**src/rtl/lane_pkg.sv**
```systemverilog
// Shared types and helpers for the lane unpacker: FSM state encoding and a popcount.
`default_nettype none

package lane_pkg;

  typedef enum logic [0:0] {
    IDLE  = 1'b0,
    DRAIN = 1'b1
  } state_t;

  function automatic logic [31:0] popcount(input logic [31:0] v);
    logic [31:0] n;
    n = '0;
    for (int i = 0; i < 32; i++) n += 32'(v[i]);
    return n;
  endfunction

endpackage

`default_nettype wire

```
**src/rtl/lane_compact.sv**
```systemverilog
// Combinational compactor: gathers mask-selected lanes into a low-aligned array plus a count.
`default_nettype none

module lane_compact #(
  parameter int LANES = 4,
  parameter int WIDTH = 16,
  parameter int CNT_W = $clog2(LANES + 1)
) (
  input  logic [LANES-1:0] mask,
  input  logic [WIDTH-1:0] data  [LANES],
  output logic [WIDTH-1:0] comp  [LANES],
  output logic [CNT_W-1:0] count
);

  // Slot k receives the selected lane whose lower-index selected-lane count equals k.
  always_comb begin
    int prefix;
    prefix = 0;
    for (int k = 0; k < LANES; k++) comp[k] = '0;
    for (int i = 0; i < LANES; i++) begin
      if (mask[i]) begin
        for (int k = 0; k < LANES; k++) begin
          if (prefix == k) comp[k] = data[i];
        end
        prefix++;
      end
    end
    count = CNT_W'(prefix);
  end

endmodule

`default_nettype wire

```
**src/rtl/lane_unpacking.sv**
```systemverilog
// Unpacks sparse LANE_IN-lane words into LANE_OUT-lane beats in lane order.
// Optional macro LANE_UNPACKING_COUNT_EN adds a 32-bit elem_count output.
`default_nettype none

module lane_unpacking
  import lane_pkg::*;
#(
  parameter int LANE_IN  = 4,
  parameter int LANE_OUT = 1,
  parameter int WIDTH    = 16
) (
  input  logic                clk,
  input  logic                rst_n,
  input  logic                s_valid,
  output logic                s_ready,
  input  logic [LANE_IN-1:0]  s_data_vd,
  input  logic [WIDTH-1:0]    s_data    [LANE_IN],
  input  logic                m_ready,
  output logic [LANE_OUT-1:0] m_data_vd,
  output logic [WIDTH-1:0]    m_data    [LANE_OUT]
`ifdef LANE_UNPACKING_COUNT_EN
  ,
  output logic [31:0]         elem_count
`endif
);

  localparam int CW = $clog2(LANE_IN + 1);

  if (LANE_OUT < 1 || (LANE_IN % LANE_OUT) != 0) begin : g_bad_ratio
    $error("lane_unpacking: LANE_IN must be an integer multiple of LANE_OUT");
  end

  if (LANE_IN == LANE_OUT) begin : g_pass
    assign s_ready   = rst_n && m_ready;
    assign m_data_vd = (rst_n && s_valid) ? s_data_vd : '0;
    assign m_data    = s_data;
  end else begin : g_unpack
    localparam logic [CW-1:0] OUT_N = CW'(LANE_OUT);

    state_t               state;
    logic [CW-1:0]        cnt;
    logic [WIDTH-1:0]     buffer [LANE_IN];
    logic [LANE_OUT-1:0]  vd;
    logic [WIDTH-1:0]     comp   [LANE_IN];
    logic [CW-1:0]        comp_cnt;
    logic [CW-1:0]        step;
    logic                 last;
    logic                 s_fire;
    logic                 beat_fire;
    logic                 load;

    function automatic logic [LANE_OUT-1:0] low_mask(input logic [CW-1:0] n);
      logic [LANE_OUT-1:0] m;
      m = '0;
      for (int j = 0; j < LANE_OUT; j++) m[j] = (j < int'(n));
      return m;
    endfunction

    lane_compact #(
      .LANES (LANE_IN),
      .WIDTH (WIDTH),
      .CNT_W (CW)
    ) u_compact (
      .mask  (s_data_vd),
      .data  (s_data),
      .comp  (comp),
      .count (comp_cnt)
    );

    assign last      = (state == DRAIN) && (cnt <= OUT_N);
    assign step      = (cnt < OUT_N) ? cnt : OUT_N;
    assign s_ready   = rst_n && ((state == IDLE) || (last && m_ready));
    assign s_fire    = s_valid && s_ready;
    assign beat_fire = (state == DRAIN) && m_ready;
    // A word can only be taken in IDLE or alongside the final beat, so load wins.
    assign load      = s_fire && (comp_cnt != '0);

    always_ff @(posedge clk) begin
      if (!rst_n) begin
        state <= IDLE;
        cnt   <= '0;
        vd    <= '0;
      end else if (load) begin
        buffer <= comp;
        cnt    <= comp_cnt;
        vd     <= low_mask(comp_cnt);
        state  <= DRAIN;
      end else if (beat_fire) begin
        if (last) begin
          cnt   <= '0;
          vd    <= '0;
          state <= IDLE;
        end else begin
          for (int i = 0; i < LANE_IN - LANE_OUT; i++) buffer[i] <= buffer[i + LANE_OUT];
          cnt <= cnt - step;
          vd  <= low_mask(cnt - step);
        end
      end
    end

    assign m_data_vd = vd;
    always_comb begin
      for (int j = 0; j < LANE_OUT; j++) m_data[j] = buffer[j];
    end
  end

`ifdef LANE_UNPACKING_COUNT_EN
  always_ff @(posedge clk) begin
    if (!rst_n) begin
      elem_count <= '0;
    end else if (m_ready && (m_data_vd != '0)) begin
      elem_count <= elem_count + popcount(32'(m_data_vd));
    end
  end
`endif

endmodule

`default_nettype wire
```
**config.mk**
```make
export PLATFORM = sky130hd
export DESIGN_NAME = lane_unpacking
export DESIGN_NICKNAME = d
export VERILOG_FILES = /design/src/rtl/lane_pkg.sv /design/src/rtl/lane_compact.sv /design/src/rtl/lane_unpacking.sv
export SDC_FILE = /design/constraint.sdc
export NUM_CORES = 1
export LEC_CHECK = 0
export CAP_MARGIN = 15
export CORE_ASPECT_RATIO = 1.1
export CORE_MARGIN = 3
export CORE_UTILIZATION = 49
export CTS_CLUSTER_SIZE = 20
export DETAILED_ROUTE_END_ITERATION = 16
export HOLD_SLACK_MARGIN = 0.1
export PLACE_DENSITY_LB_ADDON = 0.2
export SETUP_SLACK_MARGIN = 0.1
export SLEW_MARGIN = 10
export SYNTH_ARGS = -nofsm -noshare
export SYNTH_HDL_FRONTEND = slang
export SYNTH_HIERARCHICAL = 1
export SYNTH_SLANG_ARGS = --single-unit
```
**constraint.sdc**
```tcl
create_clock -name clk -period 6 [get_ports clk]
set_input_delay 1.8 -clock clk [delete_from_list [all_inputs] [get_ports clk]]
set_output_delay 1.8 -clock clk [all_outputs]
set_load 0.01 [all_outputs]
```
Word level (Yosys, flattened, before mapping). Index checks and enable logic that the tools add are counted.

Bits in registers: 69. Output and inout bits: 18. Logic and storage cells: 75.

Add/subtract/negate cells: 4. $lt $le $gt $ge: 4. Equality and inequality tests: 10. Muxes and demuxes: 33. Bitwise operators: 1. Reductions and logical operators: 16.

Operators with widths (number): 16-bit 2-to-1 mux (13); 64-bit 2-to-1 mux (3); 48-bit 2-to-1 mux (3); 32-bit by 3-bit equality test with 1-bit output, second input constant (4); 32-bit logical NOT (3); 32-bit by 2-bit equality test with 1-bit output, second input constant (2); 32-bit 2-to-1 mux (2); 32-bit by 2-bit adder with 32-bit output, second input constant (1); 3-bit 2-to-1 mux (5); 1-bit 2-to-1 mux (7); 1-bit logical AND (6); 1-bit by 3-bit < comparator with 1-bit output, first input constant (2); 1-bit by 2-bit equality test with 1-bit output, second input constant (2); 2-bit AND reduction (2); 2-bit nonzero test (2); 3-bit by 2-bit adder with 3-bit output, second input constant (1); 3-bit by 1-bit less-or-equal comparator with 1-bit output, second input constant (1); 3-bit by 1-bit < comparator with 1-bit output, second input constant (1); 3-bit AND reduction (1); 3-bit nonzero test (1); 3-bit subtractor (1); 1-bit by 1-bit adder with 2-bit output, second input constant (1); 2-bit by 1-bit inequality test with 1-bit output, second input constant (1); 1-bit equality test, second input constant (1); other kinds (2) (2).

Depth between registers and ports, before layout. Gate-level depths: netlist of run 1.

Word-level depth: 11. Depth in mapped cells: 16. Mapped depth without buffers: 10.

Hierarchy. The synthesis of run 1 kept the hierarchy.

Modules (own cells, without submodules): lane_unpacking (instances 1, cells each 183, area an instance 3254.4 µm², seq. area each 2021.9 µm²); lane_compact (instances 1, cells each 225, area an instance 1823.0 µm², seq. area each 0.0 µm²).

Least setup slack after synthesis of run 1. Ideal clock, no wire load.

Kind: in2reg. Start: in s_data_vd[1]. End: reg g_unpack.buffer[16] (netlist bit), enable pin. Setup time: 409 ps. Arrival time: 5504 ps. Required time: 5591 ps. Path slack: 87 ps. Stages on the path: 15. Path buffers: 6. Cells stage by stage: clkbuf_1 > clkbuf_1 > inv_1 > ha_1 > buf_6 > buf_1 > nand3b_1 > o21ai_0 > ha_1 > mux2i_1 > o311a_1 > a21boi_4 > buf_12 > buf_8 > o21a_1.

Longest elaborated chain between the ends: 9. Elaborated cells between the ends (all ways): 10. Those cells by class: 2 x add/sub; 1 x eq/ne; 3 x mux; 4 x reduce/logical.

Ends and longest elaborated chain: from (decl) (line lane_unpacking.sv:16) `input logic [LANE_IN-1:0] s_data_vd,`; 32-bit 2-to-1 mux * (line lane_compact.sv:21) `if (mask[i]) begin`; 32-bit by 2-bit adder with 32-bit output (line lane_compact.sv:25) `prefix++;`; 32-bit 2-to-1 mux * (line lane_compact.sv:21); 3-bit by 2-bit adder with 3-bit output (line lane_compact.sv:25); 3-bit 2-to-1 mux * (line lane_compact.sv:21); via g_unpack.comp_cnt[2] (line lane_unpacking.sv:45) `logic [CW-1:0] comp_cnt;`; 3-bit nonzero test * (line lane_unpacking.sv:76) `assign load = s_fire && (comp_cnt != '0);`; 1-bit logical AND * (line lane_unpacking.sv:76); 2-bit by 1-bit inequality test with 1-bit output (no line) or 2-bit nonzero test (tied branches); 3-bit AND reduction (no line) *; to (signal assigned) (line lane_unpacking.sv:84) `buffer <= comp;`; to (decl) (line lane_unpacking.sv:42) `logic [WIDTH-1:0] buffer [LANE_IN];`.

Mark *: on every way through the listed nets, which the timed path passes. The rest lies on a longest branch. A chain may end at the register's enable or synchronous reset.

Final worst setup path of run 1.
Start: in m_ready. End: out s_ready.

Longest elaborated chain between the ends: 3.

Ends and longest elaborated chain: from (decl) (line lane_unpacking.sv:18) `input logic m_ready,`; 1-bit logical AND (line lane_unpacking.sv:72) `assign s_ready = rst_n && ((state == IDLE) || (last && m_ready));`; 1-bit logical OR (line lane_unpacking.sv:72); 1-bit logical AND (line lane_unpacking.sv:72); to (decl) (line lane_unpacking.sv:15) `output logic s_ready,`.

No other way between the ends.

==> results of run 1 <==
[area by class of cell]
class / instances / area share, %
repair buffers: 99 / 16.79
flip-flops and latches: 69 / 33.75
multi-input cells: 281 / 43.40
clock inverters: 7 / 1.232
clock buffers: 9 / 2.068
well taps: 120 / 2.506
inverters: 4 / 0.2506
[power breakdown]
part           internal [mW]  leakage [nW]  switching [mW]
logic                  0.186          1.50           0.148
registers              0.558         0.644          0.0113
clock network          0.193        0.0996           0.186
total                  0.937          2.25           0.345
[cells in the mapped netlist, types with 2 or more instances]
cell,n
mux2_1,3
dfxtp_1,5
buf_6,4
nor3b_1,2
nand3b_1,19
edfxtp_1,64
o21a_1,2
mux2_4,60
nand3_1,33
mux2i_1,2
a22o_1,33
a2bb2oi_1,16
and2_1,4
a21oi_1,5
nor2_1,5
ha_1,7
o21ai_4,2
nor2b_1,3
o31ai_1,2
nand2_1,7
buf_2,7
mux2_2,17
buf_1,2
a21boi_0,2
clkbuf_1,13
buf_12,7
xnor2_1,2
o21ai_0,16
inv_1,4
o21ai_1,2
a22oi_1,16
buf_4,20
[worst paths after layout]
kind | start | to | cells after the start | slack, ps
hold reg to reg | g_unpack.buffer[46]$_DFFE_PP_ | m_data[14]$_DFFE_PP_ | 1 | 540
setup reg to reg | g_unpack.cnt[2]$_SDFFE_PN0P_ | g_unpack.buffer[36]$_DFFE_PP_ | 4 | 3710
setup / recovery | m_ready | s_ready | 4 | 700
hold / removal | g_unpack.buffer[46]$_DFFE_PP_ | m_data[14]$_DFFE_PP_ | 1 | 540
[state kept, by name (all words and copies together), names as in the netlist]
| register | flops |
|---|---|
| m_data | 16 |
| g_unpack.state | 1 |
| g_unpack.buffer | 48 |
| g_unpack.cnt | 3 |
| m_data_vd | 1 |
[logic make-up (layout without fill, tap and decap cells)]
logic type               after synthesis  count (layout)
flip-flops                            69              69
XOR/XNOR                               2               2
AO/OA/AOI/OAI                        105             105
adder cells (fa/ha/maj)                7               7
AND/OR/NAND/NOR                       85              85
buffers and inverters                 58             119
multiplexers                          82              82
[per-stage QoR]
stage,utilization [%],setup slack (ps)
final,60.00,697.0
after global routing,60.00,609.0
after CTS,60.00,681.5
after detailed placement,58.02,611.0
after global placement,58.02,708.6
after floorplan,-,566.1
[metal layers]
metal | up-vias | share of wire [%] | track usage (%)
met2 | 145 | 50 | 33.59
met1 | 1805 | 44 | 28.84
met3 | 8 | 5.7 | 3.144
met4 | 0 | 0.94 | 6.045
met5 | - | 0 | 0
li1 | 1680 | - | -
==> out/metrics.cfg, run 1 <==
[worst_setup_path]
cp-start-kind = primary input
arrival_ps = 3500
criticalPathCategory = primary input to output port
crit_chain = clkdlybuf4s50_1 > or3b_4 > a21boi_0 > clkdlybuf4s50_1
critPathCaptureType = output port
worstPathRequired_ps = 4200
crit_family = buffers and inverters
slowest_delay_ps = 570
crit_path_frequent_cell = clkdlybuf4s50_1
critPathBufInv = 2
critPathMaxFanout = 4
cp_slowest_cell = clkdlybuf4s50_1

[placed_design]
placed_cell_area_um2 = 5793
hpwlAfterDp_um = 7690
place_inst = 573
place_congestion = 0.8109
io_buffer_count = 89

[sta]
fmax_mhz = 188.6
hold_violations = 0
hold_slack_ps = 542.6
setup-tns-final_ps = 0
rsz0062_at_grt = false
worstMarginPinSlew_ps = 878.1
period_needed_ps = 5303
setup_viol = 0
max-slew-margin-rel_pct = 41.39
fin_skew_ps = 11.20
maxSlewViolCount = 0
layout_worst_path_cycle_share_pct = 88.38

[die]
die_w_um = 103.1
start_util_pct = 50.85
rows = 38
die_y_um = 112.8
io_pins = 90
core_area_um2 = 9985
die-area_um2 = 11620

[clock_network]
post_cts_resized = 0
ctsLongestPathBuffers = 2
cts_max_level = 3
post_cts_buffers = 0
cts_buffers = 9
hold_buffers = 0
cts.sinks = 69
clk_latency_ps = 340
cts_tree = built
path_clk_slew_ps = 80
clk_root_buffer_cell = clkbuf_8

[yosys]
synth_top_area_share_pct = 37.85
mappedNetlistArea_um2 = 5077
synth_warnings = 6
ys.flop_type = edfxtp_1
synth_nets = 487
muxShareOfSynthArea_pct = 22.57
yosys.area_share.xor_xnor_pct = 0.3450
synth.largest_area_cell = edfxtp_1
synth_edf_count = 64
synth-seq-cells = 69
yosysSeqAreaShare_pct = 39.82
syn_avg_cell_area_um2 = 12.44
syn_inst = 408
synth_top_family_by_area = multiplexers
synthTopCellsByArea = edfxtp_1 38%, mux2_4 18%, a22o_1 5.7%
synth-simple-area-share_pct = 10.23
ys_types = 54
synth_adder_area_share_pct = 1.725
ys_async_sr_fraction_pct = 0
synth_compound_gate_area_share_pct = 16.31

[layout]
layout_common_cells = 87 x clkdlybuf4s50_1, 64 x edfxtp_1, 60 x mux2_4
finalInstanceArea_um2 = 5991
layout_commonest_cell = clkdlybuf4s50_1
layout-drive-gt1-share_pct = 25.16
fin_cells = 589
nNetsFinal = 543
seqCellArea_um2 = 2022
multiInputGateArea_um2 = 2600
area_delta_synth_final_pct = 17.99
final.fill_count = 844
n_antenna_cell = 0

[global_routing]
antenna_found_initial = 0
grt_pass1_vias = 3587
grt_use_total_pct = 20.79
grt_max_degree = 49
grt-ovfl-total = 0
grt_pass1_wl_um = 18870

[flow_run]
maxCapViolCount = 0

[route]
vias_per_cell = 6.177
first_pass_iters = 5
drt-total-wl_um = 12160
drc = 0
drt_iter0_drc = 316
wire_per_inst_um = 20.65
vias = 3638
ant_nets = 0

[outcome]
status = completed

[worst_hold_path]
hold_class = flop to flop

[pwr]
leakagePower_nw = 2.246
total_power_mw = 1.282
power_density_nw_per_um2 = 214.0
ir_drop_mv = 0.1221

Power figures use the tool's default switching activity.
==> run 2: changes to the inputs <==
==> constraint.sdc (replaced) <==
create_clock -name clk -period 6 [get_ports clk]
set_input_delay 1.8 -clock clk [delete_from_list [all_inputs] [get_ports clk]]
set_output_delay 1.8 -clock clk [all_outputs]
set_load 0.05 [all_outputs]
==> run 2 against run 1 <==
Via count down 0.16%. Sequential power barely moved. Setup slack worse by 260 ps. Sequential cell count stayed put. Final area hardly changed. Critical endpoint unchanged.
==> out/metrics.cfg, run 2 (synthesis results as in run 1) <==
[clock_network]
hold_buffers = 0
post_cts_buffers = 0
cts_tree = built
clk_latency_ps = 340
path_clk_slew_ps = 70
cts_max_level = 3
ctsLongestPathBuffers = 2
post_cts_resized = 0
cts_buffers = 9
clk_root_buffer_cell = clkbuf_8
cts.sinks = 69

[worst_setup_path]
slowest_delay_ps = 830
crit_path_frequent_cell = clkdlybuf4s50_1
worstPathRequired_ps = 4200
reg2reg_from = g_unpack.cnt[2]$_SDFFE_PN0P_
arrival_ps = 3760
critPathCaptureType = output port
crit_start = m_ready
crit_chain = clkdlybuf4s50_1 > or3b_4 > a21boi_0 > clkdlybuf4s50_1
rrSetupSlack_ps = 3780
criticalPathCategory = primary input to output port
r2r_end = g_unpack.buffer[17]$_DFFE_PP_
r2r_cells = 4
critPathMaxFanout = 4
cp-start-kind = primary input
cp_slowest_cell = clkdlybuf4s50_1

[layout]
finalInstanceArea_um2 = 5989
largest_register_ffs = 48
final.fill_count = 811
layout_commonest_cell = clkdlybuf4s50_1
layout-drive-gt1-share_pct = 24.63
seqCellArea_um2 = 2022
multiInputGateArea_um2 = 2600
n_antenna_cell = 0
nNetsFinal = 541
fin_cells = 587
regMostFlops = g_unpack.buffer
layout_common_cells = 87 x clkdlybuf4s50_1, 64 x edfxtp_1, 60 x mux2_4
area_delta_synth_final_pct = 17.96

[sta]
setup_viol = 0
setup-tns-final_ps = 0
setup_ws_ps = 436.9
layout_worst_path_cycle_share_pct = 92.72
fin_skew_ps = 10.55
max-slew-margin-rel_pct = 42.15
maxSlewViolCount = 0
hold_violations = 0
worstMarginPinSlew_ps = 866.8
fmax_mhz = 179.8
period_needed_ps = 5563
rsz0062_at_grt = false

[outcome]
status = completed

[global_routing]
grt_pass1_wl_um = 18960
grt_use_total_pct = 20.93
grt-ovfl-total = 0
antenna_found_initial = 0
grt_pass1_vias = 3647
grt_max_degree = 65

[route]
wire_per_inst_um = 20.39
ant_nets = 0
first_pass_iters = 5
drc = 0
drt-total-wl_um = 11970
vias_per_cell = 6.187
drt_iter0_drc = 238
vias = 3632

[pwr]
p_clk_share_pct = 33.7
ir_drop_mv = 0.1400
p_switching_mw = 0.3624
intPower_mw = 1.014
p_seq_share_pct = 41.3
leakagePower_nw = 2.250
swShare_pct = 26.33
combPwrFrac_pct = 25.1
power_density_nw_per_um2 = 229.8

[die]
die_y_um = 112.8
start_util_pct = 50.85
io_pins = 90
core_area_um2 = 9985
die_w_um = 103.1
die-area_um2 = 11620
rows = 38

[placed_design]
pre_cts_slack_ps = 445.7
placed_cell_area_um2 = 5753
hpwlAfterDp_um = 7441
place_inst = 571
place_congestion = 0.8045
io_buffer_count = 89

[worst_hold_path]
worstHoldPathCells = 1
min_delay_worst_endpoint = m_data[14]$_DFFE_PP_
min_from = g_unpack.buffer[46]$_DFFE_PP_
hold_class = flop to flop

[flow_run]
maxCapViolCount = 0

-- run 2: how the worst max path moves through the flow --
| stage | slack (ps) | cells past startpoint | to |
|---|---|---|---|
| floorplan | 570 | 15 | g_unpack.buffer[16]$_DFFE_PP_ |
| global placement | 470 | 4 | s_ready |
| detailed placement | 450 | 4 | s_ready |
| CTS | 430 | 4 | s_ready |
| global route | 360 | 4 | s_ready |
| finish | 440 | 4 | s_ready |
-- run 2: layout make-up --
class	count	area share (%)
multi-input cells	281	43.41
well taps	120	2.507
repair buffers	97	16.13
clock buffers	9	2.068
flip-flops and latches	69	33.76
inverters	4	0.2507
clock inverters	7	1.880
-- run 2: critical path: cells and delay by family --
kind	cells	cell delay, ps
buffers and inverters	2	1330
and+or+nand+nor	1	430
AOI/OAI and AO/OA	1	200
-- run 2: stage by stage --
step	hold slack, ps	total power, mW	util (%)
6_report	530.4	1.377	59.99
5_1_grt	557.1	1.428	59.99
4_1_cts	535.1	1.385	59.99
3_5_place_dp	517.5	0.9230	57.62
3_3_place_gp	506.2	0.9165	57.62
2_1_floorplan	485.7	0.8338	-
-- run 2: metal layers --
metal	vias to the layer above	global-route usage, %	part of all wire [%]
met4	0	9.067	2.7
met1	1786	28.65	44
li1	1677	-	-
met2	143	32.95	47
met3	26	2.898	6.1
met5	-	0	0
-- run 2: power by group through the flow --
stage / registers (mW) / clock network, mW / logic [mW]
after floorplan: 0.578 / 0 / 0.256
after global placement: 0.579 / 0 / 0.338
after detailed placement: 0.579 / 0 / 0.344
after CTS: 0.568 / 0.471 / 0.346
after global routing: 0.571 / 0.488 / 0.369
final: 0.568 / 0.463 / 0.345
==> run 3: changes to the inputs <==
--- a/config.mk
+++ b/config.mk
@@ -8,14 +8,14 @@
 export CAP_MARGIN = 15
 export CORE_ASPECT_RATIO = 1.1
 export CORE_MARGIN = 3
-export CORE_UTILIZATION = 49
+export CORE_UTILIZATION = 48
 export CTS_CLUSTER_SIZE = 20
 export DETAILED_ROUTE_END_ITERATION = 16
+export GPL_ROUTABILITY_DRIVEN = 0
 export HOLD_SLACK_MARGIN = 0.1
 export PLACE_DENSITY_LB_ADDON = 0.2
 export SETUP_SLACK_MARGIN = 0.1
 export SLEW_MARGIN = 10
 export SYNTH_ARGS = -nofsm -noshare
 export SYNTH_HDL_FRONTEND = slang
-export SYNTH_HIERARCHICAL = 1
 export SYNTH_SLANG_ARGS = --single-unit
==> run 3 against run 2 <==
Clock skew up 2.1 ps. Sequential cell count unchanged. Maximum frequency up 11%. Final cell count up 12%. Synthesized cell count up 18%. Via count up 18%. First-iteration DRC count up 71%. Worst hold slack worse by 6.2 ps. Non-clock buffer count up 8. Setup slack better by 530 ps. Synthesized area down 2.7%. Critical path type is now primary input to flop. Largest power group unchanged. Highest routed layer unchanged.
==> out/metrics.cfg, run 3 <==
[yosys]
synthMostInstantiatedCell = edfxtp_1
muxShareOfSynthArea_pct = 15.04
synth_commonest_cells = 64 x edfxtp_1, 39 x nand2_1, 37 x a21oi_1, 34 x and3_1
synth_compound_gate_area_share_pct = 20.87
synth-simple-area-share_pct = 13.29
yosys.area_share.xor_xnor_pct = 0.7090
yosysSeqAreaShare_pct = 40.92
syn_avg_cell_area_um2 = 10.25
synth_top_family_by_area = compound AO/OA/AOI/OAI gates
synth_top_area_share_pct = 38.90
ys_async_sr_fraction_pct = 0
synth.largest_area_cell = edfxtp_1
synth_edf_count = 64
syn_inst = 482
ys.flop_type = edfxtp_1
synth_nets = 560
ys_types = 46
synth_adder_area_share_pct = 1.519
synth-seq-cells = 69
synth_warnings = 0
mappedNetlistArea_um2 = 4941
synthTopCellsByArea = edfxtp_1 39%, mux2i_1 6.7%, mux2_2 5.5%

[sta]
layout_worst_path_cycle_share_pct = 83.85
maxSlewViolCount = 0
max-slew-margin-rel_pct = 39.10
period_needed_ps = 5031
fin_skew_ps = 12.61
worstMarginPinSlew_ps = 913.5
setup_viol = 0
hold_violations = 0
setup-tns-final_ps = 0
fmax_mhz = 198.8
rsz0062_at_grt = false

[clock_network]
hold_buffers = 0
cts_buffers = 9
clk_latency_ps = 350
cts.sinks = 69
post_cts_resized = 0
post_cts_buffers = 0
cts_tree = built
path_clk_slew_ps = 80
clk_root_buffer_cell = clkbuf_8
ctsLongestPathBuffers = 2
cts_max_level = 3

[outcome]
status = completed

[route]
drt_iter0_drc = 408
first_pass_iters = 5
drt-total-wl_um = 14590
vias = 4293
wl_met1_um = 6203
wl_met2_um = 7008
wire_per_inst_um = 22.10
dr.max_layer_used = met4
drc = 0
vias_per_cell = 6.505
dr_wl_met3_um = 1143
ant_nets = 0

[worst_setup_path]
arrival_ps = 5060
crit_start = s_data_vd[1]
reg2reg_from = g_unpack.cnt[1]$_SDFFE_PN0P_
critPathMaxFanout = 37
critPathCaptureType = flop
cp-start-kind = primary input
worstPathRequired_ps = 6030
criticalPathCategory = primary input to flop

[layout]
layout-drive-gt1-share_pct = 13.89
layout_common_cells = 87 x clkdlybuf4s50_1, 64 x edfxtp_1, 39 x nand2_1
area_delta_synth_final_pct = 21.78
n_antenna_cell = 0
finalInstanceArea_um2 = 6017
regMostFlops = g_unpack.buffer
nNetsFinal = 613
largest_register_ffs = 48
layout_commonest_cell = clkdlybuf4s50_1
postLayoutCoreUtil_pct = 60.55

[die]
core_area_um2 = 9937
die_y_um = 112.4
die_w_um = 102.7
die-area_um2 = 11550
start_util_pct = 49.72
io_pins = 90
rows = 38

[placed_design]
hpwlAfterDp_um = 9148
placed_cell_area_um2 = 5757
io_buffer_count = 89

[pwr]
combPwrFrac_pct = 24.0
swShare_pct = 26.98
total_power_mw = 1.403
intPower_mw = 1.025
ir_drop_mv = 0.1665
power_density_nw_per_um2 = 233.3
p_switching_mw = 0.3786
p_seq_share_pct = 40.3
leakagePower_nw = 2.550
p_clk_share_pct = 35.6

[global_routing]
grt_pass1_vias = 4119
antenna_found_initial = 0
grt-ovfl-total = 0
grt_pass1_wl_um = 22650
grt_use_total_pct = 25.25
grt_max_degree = 50

[worst_hold_path]
hold_class = flop to flop
min_from = g_unpack.cnt[0]$_SDFFE_PN0P_

[flow_run]
maxCapViolCount = 0

==> run 3: worst max-delay path, stage by stage <==
cell             delay, ps
clkdlybuf4s50_1        490
buf_4                  380
ha_1                   410
and3b_1                250
nor2_1                  60
inv_1                   60
ha_1                   260
o211ai_2               120
nand3_4                140
clkinv_4               280
o21a_2                 460
buf_4                  350
==> run 3: power groups by stage <==
stage	Sequential [mW]	Clock, mW	Combinational (mW)
after floorplan	0.575	0	0.217
after global placement	0.576	0	0.326
after detailed placement	0.577	0	0.332
after CTS	0.566	0.503	0.334
after global routing	0.568	0.521	0.362
final	0.566	0.500	0.337
==> run 3: final timing paths <==
| path | to | depth (start not counted) | slack [ps] |
|---|---|---|---|
| max | g_unpack.buffer[42]$_DFFE_PP_ | 12 | 970 |
| min | g_unpack.cnt[0]$_SDFFE_PN0P_ | 2 | 520 |
| max reg2reg | g_unpack.buffer[42]$_DFFE_PP_ | 6 | 3500 |
| min reg2reg | g_unpack.cnt[0]$_SDFFE_PN0P_ | 2 | 520 |
==> run 3: cells by family after synthesis <==
family	count (synthesis)
and+or+nand+nor	115
buffers and inverters	71
DFF	69
xor gates and xnor gates	4
muxes	67
AOI/OAI and AO/OA	150
adders and majority gates	6
==> run 3: per-stage QoR <==
step	setup slack, ps	instances	hold WS (ps)
after floorplan	454.7	482	473.6
after global placement	718.9	644	500.6
after detailed placement	642.4	644	496.9
after CTS	1007	660	513.7
after global routing	801.7	660	546.0
final	969.0	660	524.2
==> run 3: routing by layer <==
layer | vias up | global-route usage [%]
met2 | 192 | 39.10
met4 | 0 | 7.686
met5 | - | 0
met3 | 24 | 5.345
met1 | 2120 | 35.59
li1 | 1957 | -
==> run 3: area by class of cell <==
cell class	instances	area [µm²]
fillers	843	3920
multi-input cells	342	2546
flip-flops and latches	69	2022
repair buffers	105	1003
well taps	120	150.1
clock inverters	7	136.4
clock buffers	9	123.9
inverters	8	35.03
